<file path="config.mk">
export PLATFORM = sky130hd
export DESIGN_NAME = match_sideband_realign_flat
export DESIGN_NICKNAME = d
export VERILOG_FILES = /design/src/rtl/match_sideband_realign_if.sv /design/src/rtl/match_sideband_realign.sv /design/src/flat_wrapper.sv
export SDC_FILE = /design/constraint.sdc
export NUM_CORES = 1
export LEC_CHECK = 0
export BUFFER_PORTS_ARGS = -buffer_cell sky130_fd_sc_hd__buf_4
export CORE_UTILIZATION = 61
export CTS_BUF_LIST = sky130_fd_sc_hd__clkbuf_16
export DETAILED_ROUTE_END_ITERATION = 7
export HOLD_SLACK_MARGIN = 0.06
export PLACE_DENSITY = 0.79
export SYNTH_ARGS = -nofsm -noshare
export SYNTH_HDL_FRONTEND = slang
export SYNTH_SLANG_ARGS = --single-unit
</file>
<file path="constraint.sdc">
create_clock -name i_clk -period 9.91 [get_ports i_clk]
set_input_delay 0.4955 -clock i_clk [delete_from_list [all_inputs] [get_ports i_clk]]
set_output_delay 0.4955 -clock i_clk [all_outputs]
set_load 0.005 [all_outputs]
</file>
<file path="src/rtl/match_sideband_realign_if.sv">
// Sideband realign bus: push/pop handshake from the match pipeline plus the
// realigned output word and FIFO status. Signal names are from the FIFO's view.
interface match_sideband_realign_if #(
    parameter int Pra_Width = 32,
    parameter int Pra_Depth = 16
);
    localparam int CntW = $clog2(Pra_Depth) + 1;

    logic                 i_clear;
    logic                 i_push;
    logic [Pra_Width-1:0] i_push_data;
    logic                 i_pop;
    logic [Pra_Width-1:0] o_data;
    logic                 o_valid;
    logic [CntW-1:0]      o_count;
    logic                 o_full;
    logic                 o_empty;
    logic                 o_overflow;
    logic                 o_underflow;

    // FIFO side
    modport slave (
        input  i_clear, i_push, i_push_data, i_pop,
        output o_data, o_valid, o_count, o_full, o_empty, o_overflow, o_underflow
    );

    // Feeder / result-writer side
    modport master (
        output i_clear, i_push, i_push_data, i_pop,
        input  o_data, o_valid, o_count, o_full, o_empty, o_overflow, o_underflow
    );
endinterface

</file>
<file path="src/rtl/match_sideband_realign.sv">
// Variable-latency sideband realigner: an in-order FIFO that captures a
// sideband word when a descriptor enters the match pipeline and releases it
// when that pipeline's result-valid emerges, whatever the pipeline depth.
module match_sideband_realign #(
    parameter int Pra_Width = 32,
    parameter int Pra_Depth = 16
) (
    input  logic                     i_clk,
    input  logic                     i_rst_n,
    match_sideband_realign_if.slave  bus
);
    localparam int AddrW = $clog2(Pra_Depth);
    localparam int PtrW  = AddrW + 1;

    // Pointers carry an extra wrap bit so full and empty are distinguishable.
    logic [PtrW-1:0]      r_wr_ptr;
    logic [PtrW-1:0]      r_rd_ptr;
    logic [Pra_Width-1:0] r_mem [Pra_Depth];
    logic [Pra_Width-1:0] r_data;
    logic                 r_valid;
    logic                 r_overflow;
    logic                 r_underflow;

    logic                 w_full;
    logic                 w_empty;
    logic                 w_push_ok;
    logic                 w_pop_ok;

    assign w_empty = (r_wr_ptr == r_rd_ptr);
    assign w_full  = (r_wr_ptr[AddrW-1:0] == r_rd_ptr[AddrW-1:0]) &&
                     (r_wr_ptr[AddrW] != r_rd_ptr[AddrW]);

    // A full FIFO still accepts a push when the same cycle pops (full implies
    // non-empty, so that pop is always accepted and frees the slot).
    assign w_push_ok = !bus.i_clear && bus.i_push && (!w_full || bus.i_pop);
    // No push->pop bypass: a word is only poppable the cycle after its push.
    assign w_pop_ok  = !bus.i_clear && bus.i_pop && !w_empty;

    // Sideband storage write port.
    // NOTE: the RAM has no reset; its contents are don't-care until written,
    // and leaving it out of reset lets synthesis map it onto plain RAM.
    always_ff @(posedge i_clk) begin
        if (w_push_ok) begin
            r_mem[r_wr_ptr[AddrW-1:0]] <= bus.i_push_data;
        end
    end

    // Pointer, output register and sticky flag update; clear outranks push/pop.
    // NOTE: sequential state uses non-blocking assignments so every register
    // samples the pre-edge values regardless of statement order.
    always_ff @(posedge i_clk or negedge i_rst_n) begin
        if (!i_rst_n) begin
            r_wr_ptr    <= '0;
            r_rd_ptr    <= '0;
            r_data      <= '0;
            r_valid     <= 1'b0;
            r_overflow  <= 1'b0;
            r_underflow <= 1'b0;
        end else if (bus.i_clear) begin
            r_wr_ptr    <= '0;
            r_rd_ptr    <= '0;
            r_valid     <= 1'b0;
            r_overflow  <= 1'b0;
            r_underflow <= 1'b0;
        end else begin
            r_valid <= w_pop_ok;
            if (w_push_ok) begin
                r_wr_ptr <= r_wr_ptr + PtrW'(1);
            end else if (bus.i_push) begin
                r_overflow <= 1'b1;
            end
            if (w_pop_ok) begin
                r_data   <= r_mem[r_rd_ptr[AddrW-1:0]];
                r_rd_ptr <= r_rd_ptr + PtrW'(1);
            end else if (bus.i_pop) begin
                r_underflow <= 1'b1;
            end
        end
    end

    assign bus.o_data      = r_data;
    assign bus.o_valid     = r_valid;
    assign bus.o_count     = r_wr_ptr - r_rd_ptr;
    assign bus.o_full      = w_full;
    assign bus.o_empty     = w_empty;
    assign bus.o_overflow  = r_overflow;
    assign bus.o_underflow = r_underflow;
endmodule

</file>
<file path="src/flat_wrapper.sv">
// flat-port wrapper written by rule: the top's interface ports become plain ports
module match_sideband_realign_flat 
#(
    parameter int Pra_Width = 32,
    parameter int Pra_Depth = 16
)
  (i_clk, i_rst_n, bus_i_clear, bus_i_push, bus_i_push_data, bus_i_pop, bus_o_data, bus_o_valid, bus_o_count, bus_o_full, bus_o_empty, bus_o_overflow, bus_o_underflow);
  match_sideband_realign_if #(.Pra_Width(Pra_Width), .Pra_Depth(Pra_Depth)) bus_i ();
  input  logic i_clk;
  input  logic i_rst_n;
  input wire logic [$bits(bus_i.i_clear)-1:0] bus_i_clear;
  input wire logic [$bits(bus_i.i_push)-1:0] bus_i_push;
  input wire logic [$bits(bus_i.i_push_data)-1:0] bus_i_push_data;
  input wire logic [$bits(bus_i.i_pop)-1:0] bus_i_pop;
  output wire logic [$bits(bus_i.o_data)-1:0] bus_o_data;
  output wire logic [$bits(bus_i.o_valid)-1:0] bus_o_valid;
  output wire logic [$bits(bus_i.o_count)-1:0] bus_o_count;
  output wire logic [$bits(bus_i.o_full)-1:0] bus_o_full;
  output wire logic [$bits(bus_i.o_empty)-1:0] bus_o_empty;
  output wire logic [$bits(bus_i.o_overflow)-1:0] bus_o_overflow;
  output wire logic [$bits(bus_i.o_underflow)-1:0] bus_o_underflow;
  assign bus_i.i_clear = bus_i_clear;
  assign bus_i.i_push = bus_i_push;
  assign bus_i.i_push_data = bus_i_push_data;
  assign bus_i.i_pop = bus_i_pop;
  assign bus_o_data = bus_i.o_data;
  assign bus_o_valid = bus_i.o_valid;
  assign bus_o_count = bus_i.o_count;
  assign bus_o_full = bus_i.o_full;
  assign bus_o_empty = bus_i.o_empty;
  assign bus_o_overflow = bus_i.o_overflow;
  assign bus_o_underflow = bus_i.o_underflow;
  match_sideband_realign #(.Pra_Width(Pra_Width), .Pra_Depth(Pra_Depth)) u_core (.i_clk(i_clk), .i_rst_n(i_rst_n), .bus(bus_i));
endmodule
</file>
# Yosys cells after proc, flatten, opt, wreduce, memory -nomap -nowiden

Memory sizes are Yosys's and may differ from the RTL's. A register that Yosys moved wholly into a read port is not among the register bits.
Cells that the tools add are included.

Flip-flop bits (word level): 13
Latch bits: 0
RAM bits: 512
Memory bits (read-only): 0
Output and inout port bits: 42
Word-level logic and storage cells: 45
Memories: 1

Add/sub/neg operators: 3
Multiply operators: 0
Div/mod/pow operators: 0
Order comparisons: 0
Equality and inequality tests: 5
Shift-type cells: 0
Multiplexer cells: 13
Bitwise operators: 1
Reductions and logical operators: 17

Memories:

| memory       | words | width | read ports | clocked after Yosys merged registers in | wr ports | RTL line                     | RTL |
|---|---|---|---|---|---|---|---|
| u_core.r_mem | 16    | 32    | 1          | 1                                       | 1        | match_sideband_realign.sv:18 | `logic [Pra_Width-1:0] r_mem [Pra_Depth];` |

Operators by type and width:

| operator            | number |
|---|---|
| $mux 5              | 4 |
| $add 5x1->5 const B | 2 |
| $mux 1              | 9 |
| $reduce_bool 2->1   | 4 |
| $reduce_and 2->1    | 3 |
| $eq 5x5->1          | 1 |
| $logic_and 1x1->1   | 5 |
| $sub 5x5->5         | 1 |
| $eq 4x4->1          | 1 |
| $logic_not 1->1     | 4 |
| $ne 2x2->1 const B  | 2 |
| $logic_or 1x1->1    | 1 |
| $ne 1x1->1          | 1 |
| $not 1->1           | 1 |

# Depth between registers and ports, before layout

Depth after elaboration: 7
Gate-level depth with buffers: 11
Gate-level depth less buffers: 7

# Worst setup path after synthesis

No wires, ideal clock.

Path type: reg2reg
Start: reg u_core.r_rd_ptr[2]
End: mem u_core.r_mem[0][0], enable pin
Data arrival time: 4.462 ns
Required time: 9.449 ns
Slack: 4.987 ns
Stages on the path, launching flop included: 10
Path buffers: 3
Clock period less this slack: 4.923 ns
Cell sequence: dfrtp_1 buf_2 buf_2 buf_1 inv_1 ha_1 and4_1 a311oi_1 nand2_1 nor3_1

Cells in the longest elaborated chain, start to end: 7

Ends and longest elaborated chain:

| what                         | RTL line                     | RTL |
|---|---|---|
| start, declared              | match_sideband_realign.sv:17 | `logic [PtrW-1:0] r_rd_ptr;` |
| start signal, assigned       | match_sideband_realign.sv:74 | `r_rd_ptr <= r_rd_ptr + PtrW'(1);` |
| $eq 4x4->1                   | match_sideband_realign.sv:30 | `assign w_full = (r_wr_ptr[AddrW-1:0] == r_rd_ptr[AddrW-1:0]) &&` |
| $logic_and 1x1->1            | match_sideband_realign.sv:30 |  |
| $logic_not 1->1              | match_sideband_realign.sv:35 | `assign w_push_ok = !bus.i_clear && bus.i_push && (!w_full \|\| bus.i_pop);` |
| $logic_or 1x1->1             | match_sideband_realign.sv:35 |  |
| $logic_and 1x1->1            | match_sideband_realign.sv:35 |  |
| $mux 1                       | match_sideband_realign.sv:43 | `if (w_push_ok) begin` |
| $mux 1 (implied by the code) | match_sideband_realign.sv:44 | `r_mem[r_wr_ptr[AddrW-1:0]] <= bus.i_push_data;` |
| end, declared                | match_sideband_realign.sv:18 |  |

No other way between the ends.

# Worst setup path after layout

Start: reg u_core.r_rd_ptr[2]
End: mem u_core.r_mem[2][21], enable pin

Same word-level chain as after synthesis.

==> results.json <==
{
  "detailed_place_hpwl_mm": 22.8,
  "antenna_found_initial": 0,
  "number_of_slew_limit_violations_in_the_final_report": 0,
  "synthesis.instances": 962,
  "final.setup.worst_slack_ns": 5.21,
  "finish.cell_count_without_fillers": 1564,
  "dr.first_iter.drc_count": 999,
  "tritoncts_num_sinks": 557,
  "grt_max_degree": 69,
  "critical_path_class": "register to register",
  "route.detailed.wl_per_inst_um": 29.5,
  "dr.pass1.iters": 6,
  "global_route.overflow_total": 0,
  "die_width_um": 189,
  "count_of_pins_on_the_block_boundary": 79,
  "timing.critical_path.slowest_cell_delay_ns": 1.06,
  "crit_path_top_delay_cell": "dfrtp_4",
  "r2r.worst_path.cells": 7,
  "vias_per_cell": 6.64,
  "timing.critical_path.depth": 7,
  "grt_setup_unrepaired": "false",
  "max-clock-path-buffers": 3,
  "hold_path.class": "primary input to register",
  "drc": 0,
  "power.static_leakage_nw": 7.71,
  "crit_end": "u_core.r_mem[2][21]",
  "r2r_end": "u_core.r_mem[2][21]",
  "clock_insertion_delay_worst_skew_ns": 0.59,
  "ys_types": 39,
  "timing.critical_path.required_ns": 10.13,
  "share_of_post_route_cells_with_drive_strength_above_1_pct": 34.8,
  "count_of_flip_flops_with_a_built_in_enable_after_synthesis": 512,
  "setup_viol_count_final": 0,
  "finalNetCount": 1114,
  "port-buffer-count": 78,
  "floorplan.core_area_mm2": 0.0345,
  "tritoncts_clock_tree": "done",
  "area_growth_syn_to_layout_pct": 12.9,
  "pre_cts_ws_ns": 5.13,
  "maxCapViolations": 0,
  "worst_pin_slew_ns": 1.23,
  "setup.reg_to_reg.worst_slack_ns": 5.21,
  "antennaDiodeCount": 0,
  "clk_pin_slew_ns": 0.06,
  "grt_first_pass_wirelength_mm": 68.7,
  "yosys_warnings": 0,
  "routability_congestion_estimate": 0.767,
  "cp.arrival_ns": 4.92,
  "synth.cells.most_frequent": "512 x edfxtp_1, 128 x mux4_2, 45 x dfrtp_1, 39 x a21oi_1, 35 x o22ai_1",
  "via_count": 10400,
  "yosysTopAreaCell": "edfxtp_1",
  "mappedNetlistNets": 1009,
  "proportion_of_netlist_area_held_by_the_largest_area_contributor_pct": 71.8,
  "die_height_um": 189,
  "ys_async_sr_fraction_pct": 8.08,
  "initial_utilization_pct": 61.9,
  "postRouteAntennaNets": 0,
  "grt_pass1_vias": 10800,
  "synth-seq-cells": 557,
  "synth_most_common_cell": "edfxtp_1",
  "fin_worst_skew_ns": 0.0199,
  "floorplan.die_area_mm2": 0.0358,
  "power.density_cell_area_mw_per_mm2": 220,
  "worst_path_dominant_cell_family": "simple AND/OR/NAND/NOR gates",
  "ys_seq_area_share_pct": 77.1,
  "globalRouteTotalUtil_pct": 26.8,
  "synthesis.area_mm2": 0.0214,
  "critPathLaunch": "u_core.r_rd_ptr[2]",
  "totalNegativeSetupSlack_ns": 0,
  "detail_route.wirelength_mm": 46.1,
  "cts-buffers-inserted": 53,
  "outcome": "complete, no violations",
  "clockRootBuffer": "clkbuf_16",
  "max_freq_mhz": 213,
  "worstSetupStartpointType": "register",
  "report.final.hold_viol_count": 0,
  "min_period_ns": 4.70,
  "final_core_util_pct": 69.9,
  "timing.final.crit_share_pct": 47.4,
  "critical_path_buf_inv_count": 2,
  "synth-main-ff-cell": "edfxtp_1",
  "irDropWorstVdd_mv": 0.150,
  "critical_path.reg2reg.startpoint": "u_core.r_rd_ptr[2]",
  "placed_cells_incl_taps": 1466,
  "setup.worst_path.end_class": "register",
  "fp-row-count": 68,
  "synthTopCellsByArea": "edfxtp_1 72%, mux4_2 13%, dfrtp_1 5.3%, o22ai_2 1.7%, mux2_2 1.7%",
  "syn_avg_cell_area_um2": 22.2,
  "timing.slew.headroom_pct": 17.6,
  "crit_fanout": 68,
  "h_tree_levels": 2,
  "timing.critical_path.cells": "inv_1 -> ha_1 -> and4_1 -> a311oi_1 -> nand2_1 -> nor3_2 -> buf_4"
}
==> per-stage QoR <==
stage | power, mW | hold slack, ns | instance area [um^2]
6_report | 5.31 | 0.186 | 24200
3_3_place_gp | 3.46 | 0.480 | 22600
5_1_grt | 5.48 | 0.190 | 24200
2_1_floorplan | 3.23 | 0.200 | 21400
4_1_cts | 5.34 | 0.163 | 24200
3_5_place_dp | 3.49 | 0.495 | 22600
==> layout by cell type (no fill, tap or decap), types with 22 or more instances in the layout <==
| cell type | Yosys | routed |
|---|---|---|
| o22ai_2 | 29 | 29 |
| mux4_2 | 128 | 128 |
| inv_1 | 8 | 22 |
| clkbuf_16 | 0 | 53 |
| o22ai_1 | 35 | 35 |
| mux2_2 | 32 | 32 |
| edfxtp_1 | 512 | 512 |
| a21oi_1 | 39 | 38 |
| buf_4 | 3 | 101 |
| dfrtp_1 | 45 | 43 |
==> sequential cells by signal, indices dropped and copies added (netlist names) <==
| signal | flops |
|---|---|
| u_core.r_mem | 512 |
| u_core.bus.o_valid | 1 |
| u_core.r_wr_ptr | 5 |
| u_core.bus.o_data | 32 |
| u_core.r_rd_ptr | 5 |
| u_core.bus.o_overflow | 1 |
| u_core.bus.o_underflow | 1 |
==> final cells by class <==
class	instances	area, um^2
Clock inverter	44	265
Sequential cell	557	16500
Timing Repair Buffer	102	768
Fill cell	2073	10400
Tap cell	455	569
Multi-Input combinational cell	344	4690
Clock buffer	53	1330
Inverter	9	33.8
==> timing repair <==
action / CTS / global route
endpoints found under the hold margin: 45 / 0
setup buffers: 0 / 0
hold buffers: 1 / 0
gates resized for setup: 0 / 0
==> cell families after synthesis <==
group           Yosys count  share of synthesized area (%)
compound gates          116                           4.08
xor+xnor                 10                          0.444
fa+ha+maj                10                          0.620
buf+inv                  61                           1.55
flops                   557                           77.1
mux                     162                           15.2
simple gates             46                          0.947
==> where the power goes <==
part           internal (mW)  leakage [nW]  switching (mW)
Sequential              2.65          5.14          0.0945
Clock                   1.02         0.838           0.847
Combinational          0.390          1.74           0.304
==> metal layers <==
metal | track usage, % | up-vias | wire (um)
met2 | 44.7 | 512 | 23600
met5 | 0 | - | 0
li1 | - | 4250 | -
met4 | 9.03 | 0 | 1050
met1 | 36.6 | 5540 | 18300
met3 | 4.11 | 85 | 3180
==> worst reg2reg max path, stage by stage (launching register included) <==
cell,delay (ns)
dfrtp_4,1.06
inv_1,0.20
ha_1,0.41
and4_1,0.27
a311oi_1,0.52
nand2_1,0.38
nor3_2,0.91
buf_4,0.56
==> how the worst min path moves through the flow <==
stage | start | to | cells past startpoint
final | bus_i_clear | u_core.r_wr_ptr[3] | 2
after floorplan | i_rst_n | u_core.bus.o_data[0] | 0
after global placement | u_core.bus.o_overflow | u_core.bus.o_overflow | 2
after global routing | bus_i_clear | u_core.r_wr_ptr[4] | 2
after CTS | bus_i_clear | u_core.r_wr_ptr[3] | 2
after detailed placement | u_core.bus.o_overflow | u_core.bus.o_overflow | 2
(Power assumes the default switching activity.)
